### config.mk
export PLATFORM = sky130hd
export DESIGN_NAME = muldiv_unit_flat
export DESIGN_NICKNAME = d
export VERILOG_FILES = /design/src/rtl/muldiv_unit_if.sv /design/src/rtl/muldiv_unit.sv /design/src/flat_wrapper.sv
export SDC_FILE = /design/constraint.sdc
export NUM_CORES = 1
export LEC_CHECK = 0
export ABC_CLOCK_PERIOD_IN_PS = 12500
export CORE_MARGIN = 10
export CORE_UTILIZATION = 48
export CTS_CLUSTER_SIZE = 30
export DETAILED_ROUTE_END_ITERATION = 8
export GPL_ROUTABILITY_DRIVEN = 0
export PLACE_DENSITY = 0.8
export SLEW_MARGIN = 40
export SYNTH_ARGS = -nofsm -noshare
export SYNTH_HDL_FRONTEND = slang
export SYNTH_SLANG_ARGS = --single-unit
### constraint.sdc
create_clock -name Clock -period 12.5 [get_ports Clock]
set_input_delay 2.5 -clock Clock [delete_from_list [all_inputs] [get_ports Clock]]
set_output_delay 2.5 -clock Clock [all_outputs]
set_load 0.01 [all_outputs]
### src/rtl/muldiv_unit_if.sv
// Request/result bundle between the execute stage, muldiv_unit and the Hi/Lo register.
// The execute stage drives the master side; muldiv_unit sits on the slave side.
interface muldiv_unit_if #(
  parameter int WIDTH = 32
);
  logic               Start;
  logic [2:0]         Op;
  logic [WIDTH-1:0]   A;
  logic [WIDTH-1:0]   B;
  logic [2*WIDTH-1:0] HiLoIn;
  logic               Busy;
  logic               Done;
  logic               WriteEnable;
  logic [2*WIDTH-1:0] Result;
  logic               DivByZero;

  modport master (
    output Start, Op, A, B, HiLoIn,
    input  Busy, Done, WriteEnable, Result, DivByZero
  );

  modport slave (
    input  Start, Op, A, B, HiLoIn,
    output Busy, Done, WriteEnable, Result, DivByZero
  );
endinterface

### src/rtl/muldiv_unit.sv
// Iterative shift-add multiplier / restoring divider feeding the MIPS Hi/Lo register.
// Define MULDIV_ACCUM_EN to enable the MADD/MADDU/MSUB/MSUBU accumulate ops (Op[2]=1).
module muldiv_unit #(
  parameter int WIDTH = 32
) (
  input logic          Clock,
  input logic          Reset,
  muldiv_unit_if.slave bus
);
  localparam int CW = $clog2(WIDTH);

  typedef enum logic [1:0] {IDLE, RUN, DONE} state_t;

  state_t             state_q;
  logic [CW-1:0]      cnt_q;
  logic               isDiv_q;
  logic               sgnA_q;
  logic               sgnB_q;
  logic [WIDTH-1:0]   opnd_q;
  logic [2*WIDTH-1:0] acc_q;
  logic [2*WIDTH-1:0] result_q;
  logic               busy_q;
  logic               done_q;
  logic               dbz_q;
`ifdef MULDIV_ACCUM_EN
  logic               accum_q;
  logic               sub_q;
  logic [2*WIDTH-1:0] hilo_q;
`endif

  logic               opLegal;
  logic               isDivIn;
  logic               aNeg;
  logic               bNeg;
  logic [WIDTH-1:0]   aMag;
  logic [WIDTH-1:0]   bMag;
  logic [WIDTH:0]     addSum;
  logic [WIDTH:0]     shRem;
  logic [WIDTH+1:0]   trial;
  logic [2*WIDTH-1:0] acc_d;
  logic [2*WIDTH-1:0] prod;
  logic [WIDTH-1:0]   quot;
  logic [WIDTH-1:0]   rem;
  logic [2*WIDTH-1:0] result_d;

`ifdef MULDIV_ACCUM_EN
  assign opLegal = 1'b1;
`else
  assign opLegal = ~bus.Op[2];
`endif

  // Signed ops (Op[0]==0) iterate on magnitudes; signs are restored on the final step.
  assign isDivIn = (bus.Op[2:1] == 2'b01);
  assign aNeg    = ~bus.Op[0] & bus.A[WIDTH-1];
  assign bNeg    = ~bus.Op[0] & bus.B[WIDTH-1];
  assign aMag    = aNeg ? -bus.A : bus.A;
  assign bMag    = bNeg ? -bus.B : bus.B;

  // acc_q holds {partial product, multiplier} or {remainder, dividend/quotient}.
  always_comb begin
    addSum = {1'b0, acc_q[2*WIDTH-1:WIDTH]} + (acc_q[0] ? {1'b0, opnd_q} : {(WIDTH+1){1'b0}});
    shRem  = {acc_q[2*WIDTH-1:WIDTH], acc_q[WIDTH-1]};
    trial  = {1'b0, shRem} - {2'b00, opnd_q};
    if (isDiv_q) begin
      if (trial[WIDTH+1])
        acc_d = {shRem[WIDTH-1:0], acc_q[WIDTH-2:0], 1'b0};
      else
        acc_d = {trial[WIDTH-1:0], acc_q[WIDTH-2:0], 1'b1};
    end else begin
      acc_d = {addSum, acc_q[WIDTH-1:1]};
    end

    prod = (sgnA_q ^ sgnB_q) ? -acc_d : acc_d;
    quot = (sgnA_q ^ sgnB_q) ? -acc_d[WIDTH-1:0] : acc_d[WIDTH-1:0];
    rem  = sgnA_q ? -acc_d[2*WIDTH-1:WIDTH] : acc_d[2*WIDTH-1:WIDTH];

    if (isDiv_q) begin
      result_d = {rem, quot};
    end else begin
`ifdef MULDIV_ACCUM_EN
      if (accum_q)
        result_d = sub_q ? (hilo_q - prod) : (hilo_q + prod);
      else
        result_d = prod;
`else
      result_d = prod;
`endif
    end
  end

  // Control FSM; all handshake outputs are registered here.
  always_ff @(posedge Clock) begin
    if (Reset) begin
      state_q  <= IDLE;
      cnt_q    <= '0;
      isDiv_q  <= 1'b0;
      sgnA_q   <= 1'b0;
      sgnB_q   <= 1'b0;
      opnd_q   <= '0;
      acc_q    <= '0;
      result_q <= '0;
      busy_q   <= 1'b0;
      done_q   <= 1'b0;
      dbz_q    <= 1'b0;
`ifdef MULDIV_ACCUM_EN
      accum_q  <= 1'b0;
      sub_q    <= 1'b0;
      hilo_q   <= '0;
`endif
    end else begin
      case (state_q)
        IDLE: begin
          if (bus.Start && opLegal) begin
            isDiv_q <= isDivIn;
            sgnA_q  <= aNeg;
            sgnB_q  <= bNeg;
            opnd_q  <= isDivIn ? bMag : aMag;
            acc_q   <= {{WIDTH{1'b0}}, (isDivIn ? aMag : bMag)};
            cnt_q   <= '0;
`ifdef MULDIV_ACCUM_EN
            accum_q <= bus.Op[2];
            sub_q   <= bus.Op[1];
            hilo_q  <= bus.HiLoIn;
`endif
            if (isDivIn && (bus.B == '0)) begin
              state_q  <= DONE;
              done_q   <= 1'b1;
              dbz_q    <= 1'b1;
              result_q <= {bus.A, {WIDTH{1'b1}}};
            end else begin
              state_q <= RUN;
              busy_q  <= 1'b1;
            end
          end
        end
        RUN: begin
          acc_q <= acc_d;
          cnt_q <= cnt_q + 1'b1;
          if (cnt_q == CW'(WIDTH-1)) begin
            state_q  <= DONE;
            busy_q   <= 1'b0;
            done_q   <= 1'b1;
            dbz_q    <= 1'b0;
            result_q <= result_d;
          end
        end
        DONE: begin
          state_q <= IDLE;
          done_q  <= 1'b0;
        end
        default: begin
          state_q <= IDLE;
          busy_q  <= 1'b0;
          done_q  <= 1'b0;
        end
      endcase
    end
  end

  assign bus.Busy        = busy_q;
  assign bus.Done        = done_q;
  assign bus.WriteEnable = done_q;
  assign bus.Result      = result_q;
  assign bus.DivByZero   = dbz_q;
endmodule

### src/flat_wrapper.sv
// flat-port wrapper written by rule: the top's interface ports become plain ports
module muldiv_unit_flat 
#(
  parameter int WIDTH = 32
)
  (Clock, Reset, bus_Start, bus_Op, bus_A, bus_B, bus_HiLoIn, bus_Busy, bus_Done, bus_WriteEnable, bus_Result, bus_DivByZero);
  muldiv_unit_if #(.WIDTH(WIDTH)) bus_i ();
  input logic Clock;
  input logic Reset;
  input wire logic [$bits(bus_i.Start)-1:0] bus_Start;
  input wire logic [$bits(bus_i.Op)-1:0] bus_Op;
  input wire logic [$bits(bus_i.A)-1:0] bus_A;
  input wire logic [$bits(bus_i.B)-1:0] bus_B;
  input wire logic [$bits(bus_i.HiLoIn)-1:0] bus_HiLoIn;
  output wire logic [$bits(bus_i.Busy)-1:0] bus_Busy;
  output wire logic [$bits(bus_i.Done)-1:0] bus_Done;
  output wire logic [$bits(bus_i.WriteEnable)-1:0] bus_WriteEnable;
  output wire logic [$bits(bus_i.Result)-1:0] bus_Result;
  output wire logic [$bits(bus_i.DivByZero)-1:0] bus_DivByZero;
  assign bus_i.Start = bus_Start;
  assign bus_i.Op = bus_Op;
  assign bus_i.A = bus_A;
  assign bus_i.B = bus_B;
  assign bus_i.HiLoIn = bus_HiLoIn;
  assign bus_Busy = bus_i.Busy;
  assign bus_Done = bus_i.Done;
  assign bus_WriteEnable = bus_i.WriteEnable;
  assign bus_Result = bus_i.Result;
  assign bus_DivByZero = bus_i.DivByZero;
  muldiv_unit #(.WIDTH(WIDTH)) u_core (.Clock(Clock), .Reset(Reset), .bus(bus_i));
endmodule
==> flow_metrics.py <==
metrics = {
    "run_status": {
        "status": "finished with violations",
        "violations": "DRC",
    },
    "cells_and_area": {
        "layout-drive-gt1-share_pct": 5.68,
        "antennaDiodeCount": 0,
        "mostFrequentLayoutCell": "sky130_fd_sc_hd__nor2_1",
        "mostFrequentLayoutCells": "236 x sky130_fd_sc_hd__nor2_1, 217 x sky130_fd_sc_hd__a21oi_1, 213 x sky130_fd_sc_hd__nand2_1, 171 x sky130_fd_sc_hd__dfxtp_1, 135 x sky130_fd_sc_hd__clkdlybuf4s50_1",
        "areaGrowthSynthToFinish_pct": 14.1,
        "final_cell_count_no_fill": 2602,
        "nNetsFinal": 2393,
    },
    "synthesis": {
        "yosysWarnings": 0,
        "synth-seq-cells": 173,
        "net_count_after_synthesis": 2356,
        "mean_cell_area_of_the_mapped_netlist_um2": 7.18,
        "mappedNetlistArea_mm2": 0.0154,
        "ys.flop_type": "sky130_fd_sc_hd__dfxtp_1",
        "seq_area_frac_synth_pct": 22.4,
        "syn-instance-count": 2150,
        "post_synth_edffs": 0,
        "yosysUniqueCellTypes": 83,
        "async_reset_ff_share_pct": 0,
    },
    "setup_path": {
        "r2r-start": "u_core.opnd_q[22]",
        "timing.reg2reg.worst_path_depth": 14,
        "critical_path_arrival_ns": 6.98,
        "r2r_end": "u_core.bus.Result[57]",
        "cp-end-kind": "flop",
        "timing.critical_path.fanout_max": 21,
        "critical_path.endpoint": "u_core.bus.Result[60]",
        "setup.worst_path.start": "bus_B[2]",
        "setup.worst_path.start_class": "input port",
        "setup.reg_to_reg.worst_slack_ns": 6.48,
        "worst-setup-path-type": "in2reg",
        "worst_ep_required_time_ns": 12.88,
    },
    "route": {
        "drt_wl_total_mm": 58.9,
        "detail_route.iter0.violations": 2644,
        "drtPass1Iterations": 9,
        "route.vias.total": 17500,
        "post_drt_via_cell_ratio": 6.74,
        "route.detailed.wl_per_inst_um": 22.6,
        "postRouteAntennaNets": 0,
        "drc": 5,
    },
    "clock_network": {
        "ctsRootBufferMaster": "sky130_fd_sc_hd__clkbuf_16",
        "post_cts.repair.setup_buffers": 0,
        "clk-insertion-delay-late_ns": 0.45,
        "cts_inserted_buffers": 17,
        "cts.path.max_buffers": 2,
        "number_of_hold_buffers_added_after_cts": 0,
        "cts_tree": "built",
        "cts.clk_slew.worst_paths_ns": 0.07,
        "clock_sinks": 173,
        "cts.repair.resized": 0,
        "clock_tree.htree_level_count": 4,
    },
    "worst_hold_path": {
        "min-delay-path-class": "reg2reg",
    },
    "placed_design": {
        "hpwlAfterDp_mm": 44.6,
        "placed_cells_incl_taps": 2570,
        "port-buffer-count": 137,
        "placement.setup.worst_slack_ns": 5.32,
    },
    "timing": {
        "final.period_utilization_pct": 52.8,
        "finalMaxSlewViolations": 0,
        "slew-limit-headroom_pct": 41.7,
        "fmax_mhz": 152,
        "finClkSkew_ns": 0.0209,
        "timing.final.crit_period_ns": 6.60,
        "grt_setup_unrepaired": "false",
        "worst_slew_pin_slew_ns": 0.875,
        "setup_viol_count_final": 0,
        "final.setup.worst_slack_ns": 5.90,
        "timing_hold_violations_final": 0,
        "final.setup.tns_ns": 0,
    },
    "pwr": {
        "ir_worst_vdd_uv": 95.6,
        "power_per_cell_area_mw_per_mm2": 99.8,
        "leakage_nw": 6.72,
    },
    "global_route": {
        "maximum_number_of_pins_on_one_net_before_global_route_repair": 99,
        "grt_antenna_before_repair": 0,
        "first_global_vias": 16000,
        "grt_first_pass_wirelength_mm": 89.7,
        "grt-ovfl-total": 0,
        "globalRouteTotalUtil_pct": 28.6,
    },
    "job": {
        "max_cap_viol_count": 0,
    },
    "floorplanning": {
        "chipWidth_um": 199,
        "fp.coreArea_mm2": 0.0316,
        "die-height_um": 199,
        "ioPinCount": 202,
        "initial_core_util_pct": 48.8,
        "die_area_mm2": 0.0397,
        "fp-row-count": 65,
    },
}
flip-flops by register name (all words and copies together) (netlist names), 2 cells and up:
signal / count
u_core.opnd_q: 32
u_core.bus.Result: 64
u_core.cnt_q: 5
u_core.state_q: 2
u_core.acc_q: 64
kinds of logic after synthesis:
kind of cell	Yosys count	share of synthesized area [%]
and+or+nand+nor	796	24.8
AOI/OAI and AO/OA	710	30.1
buffers and inverters	203	5.04
DFF	173	22.4
xor gates and xnor gates	151	8.57
adders and majority gates	72	5.93
muxes	45	3.13
power by group:
part           leakage (nW)  total (W)  internal [W]  switching [W]
clock                 0.293   0.000563      0.000311       0.000252
combinational          5.03   0.000591      0.000211       0.000380
sequential             1.40   0.000603      0.000572      0.0000310
synthesized netlist by cell type, drive strengths merged (27+ instances only):
cell    instances  area share [%]
inv            63             1.5
a21oi         219             7.1
a21o           30             1.5
a31oi          47             2.0
clkbuf        113             2.7
o21ai         105             3.4
a211oi         30             1.5
buf            27            0.76
nand3          64             2.1
o211ai         57             2.8
nand2         213             5.2
xnor2          90             5.1
xor2           61             3.5
nor3           63             2.0
ha             70             5.7
dfxtp         173              22
and2           43             1.8
nor2          240             5.8
worst min path at each step:
stage / start / endpoint / slack, ns / cells past startpoint
after floorplan: u_core.opnd_q[10] / u_core.opnd_q[10] / 0.44 / 2
after global placement: u_core.bus.Result[53] / u_core.bus.Result[53] / 0.43 / 2
after detailed placement: u_core.bus.Result[44] / u_core.bus.Result[44] / 0.44 / 2
after CTS: u_core.bus.Result[44] / u_core.bus.Result[44] / 0.45 / 2
after global routing: u_core.bus.Result[39] / u_core.bus.Result[39] / 0.46 / 2
final: u_core.bus.Result[55] / u_core.bus.Result[55] / 0.44 / 2
cell type report:
class	count	area, um^2
inverter	63	236
clock inverter	13	149
fill	2891	14000
tap	402	503
clock buffer	19	454
timing repair buffer	158	1540
multi-input combinational	1774	11300
sequential	173	3470
worst max-delay path: stages:
cell and delay (ns):
sky130_fd_sc_hd__clkdlybuf4s50_1 0.49, sky130_fd_sc_hd__nor4_1 0.38, sky130_fd_sc_hd__inv_1 0.10, sky130_fd_sc_hd__nor3_1 0.32, sky130_fd_sc_hd__nand4b_1 0.33, sky130_fd_sc_hd__nor3_1 0.58, sky130_fd_sc_hd__a31oi_2 0.40, sky130_fd_sc_hd__nand2b_2 0.53
sky130_fd_sc_hd__nor2_1 0.31, sky130_fd_sc_hd__buf_4 0.23, sky130_fd_sc_hd__o21ai_0 0.16, sky130_fd_sc_hd__or4_1 0.54, sky130_fd_sc_hd__nand3_1 0.09
through the flow:
stage | total power [W] | utilization (%) | area, um^2 | hold WS, ns
floorplan | 0.000984 | - | 15400 | 0.440
global placement | 0.00116 | 53.6 | 16900 | 0.432
detailed placement | 0.00117 | 53.6 | 17000 | 0.436
CTS | 0.00173 | 55.5 | 17600 | 0.446
global route | 0.00182 | 55.7 | 17600 | 0.465
finish | 0.00176 | 55.7 | 17600 | 0.442
layer usage:
layer | part of all wire, % | GRT usage [%]
met5 | 0.093 | 1.06
met4 | 6.2 | 16.0
met3 | 14 | 9.72
met2 | 42 | 42.1
met1 | 37 | 35.8
Power figures use the tool's default switching activity.
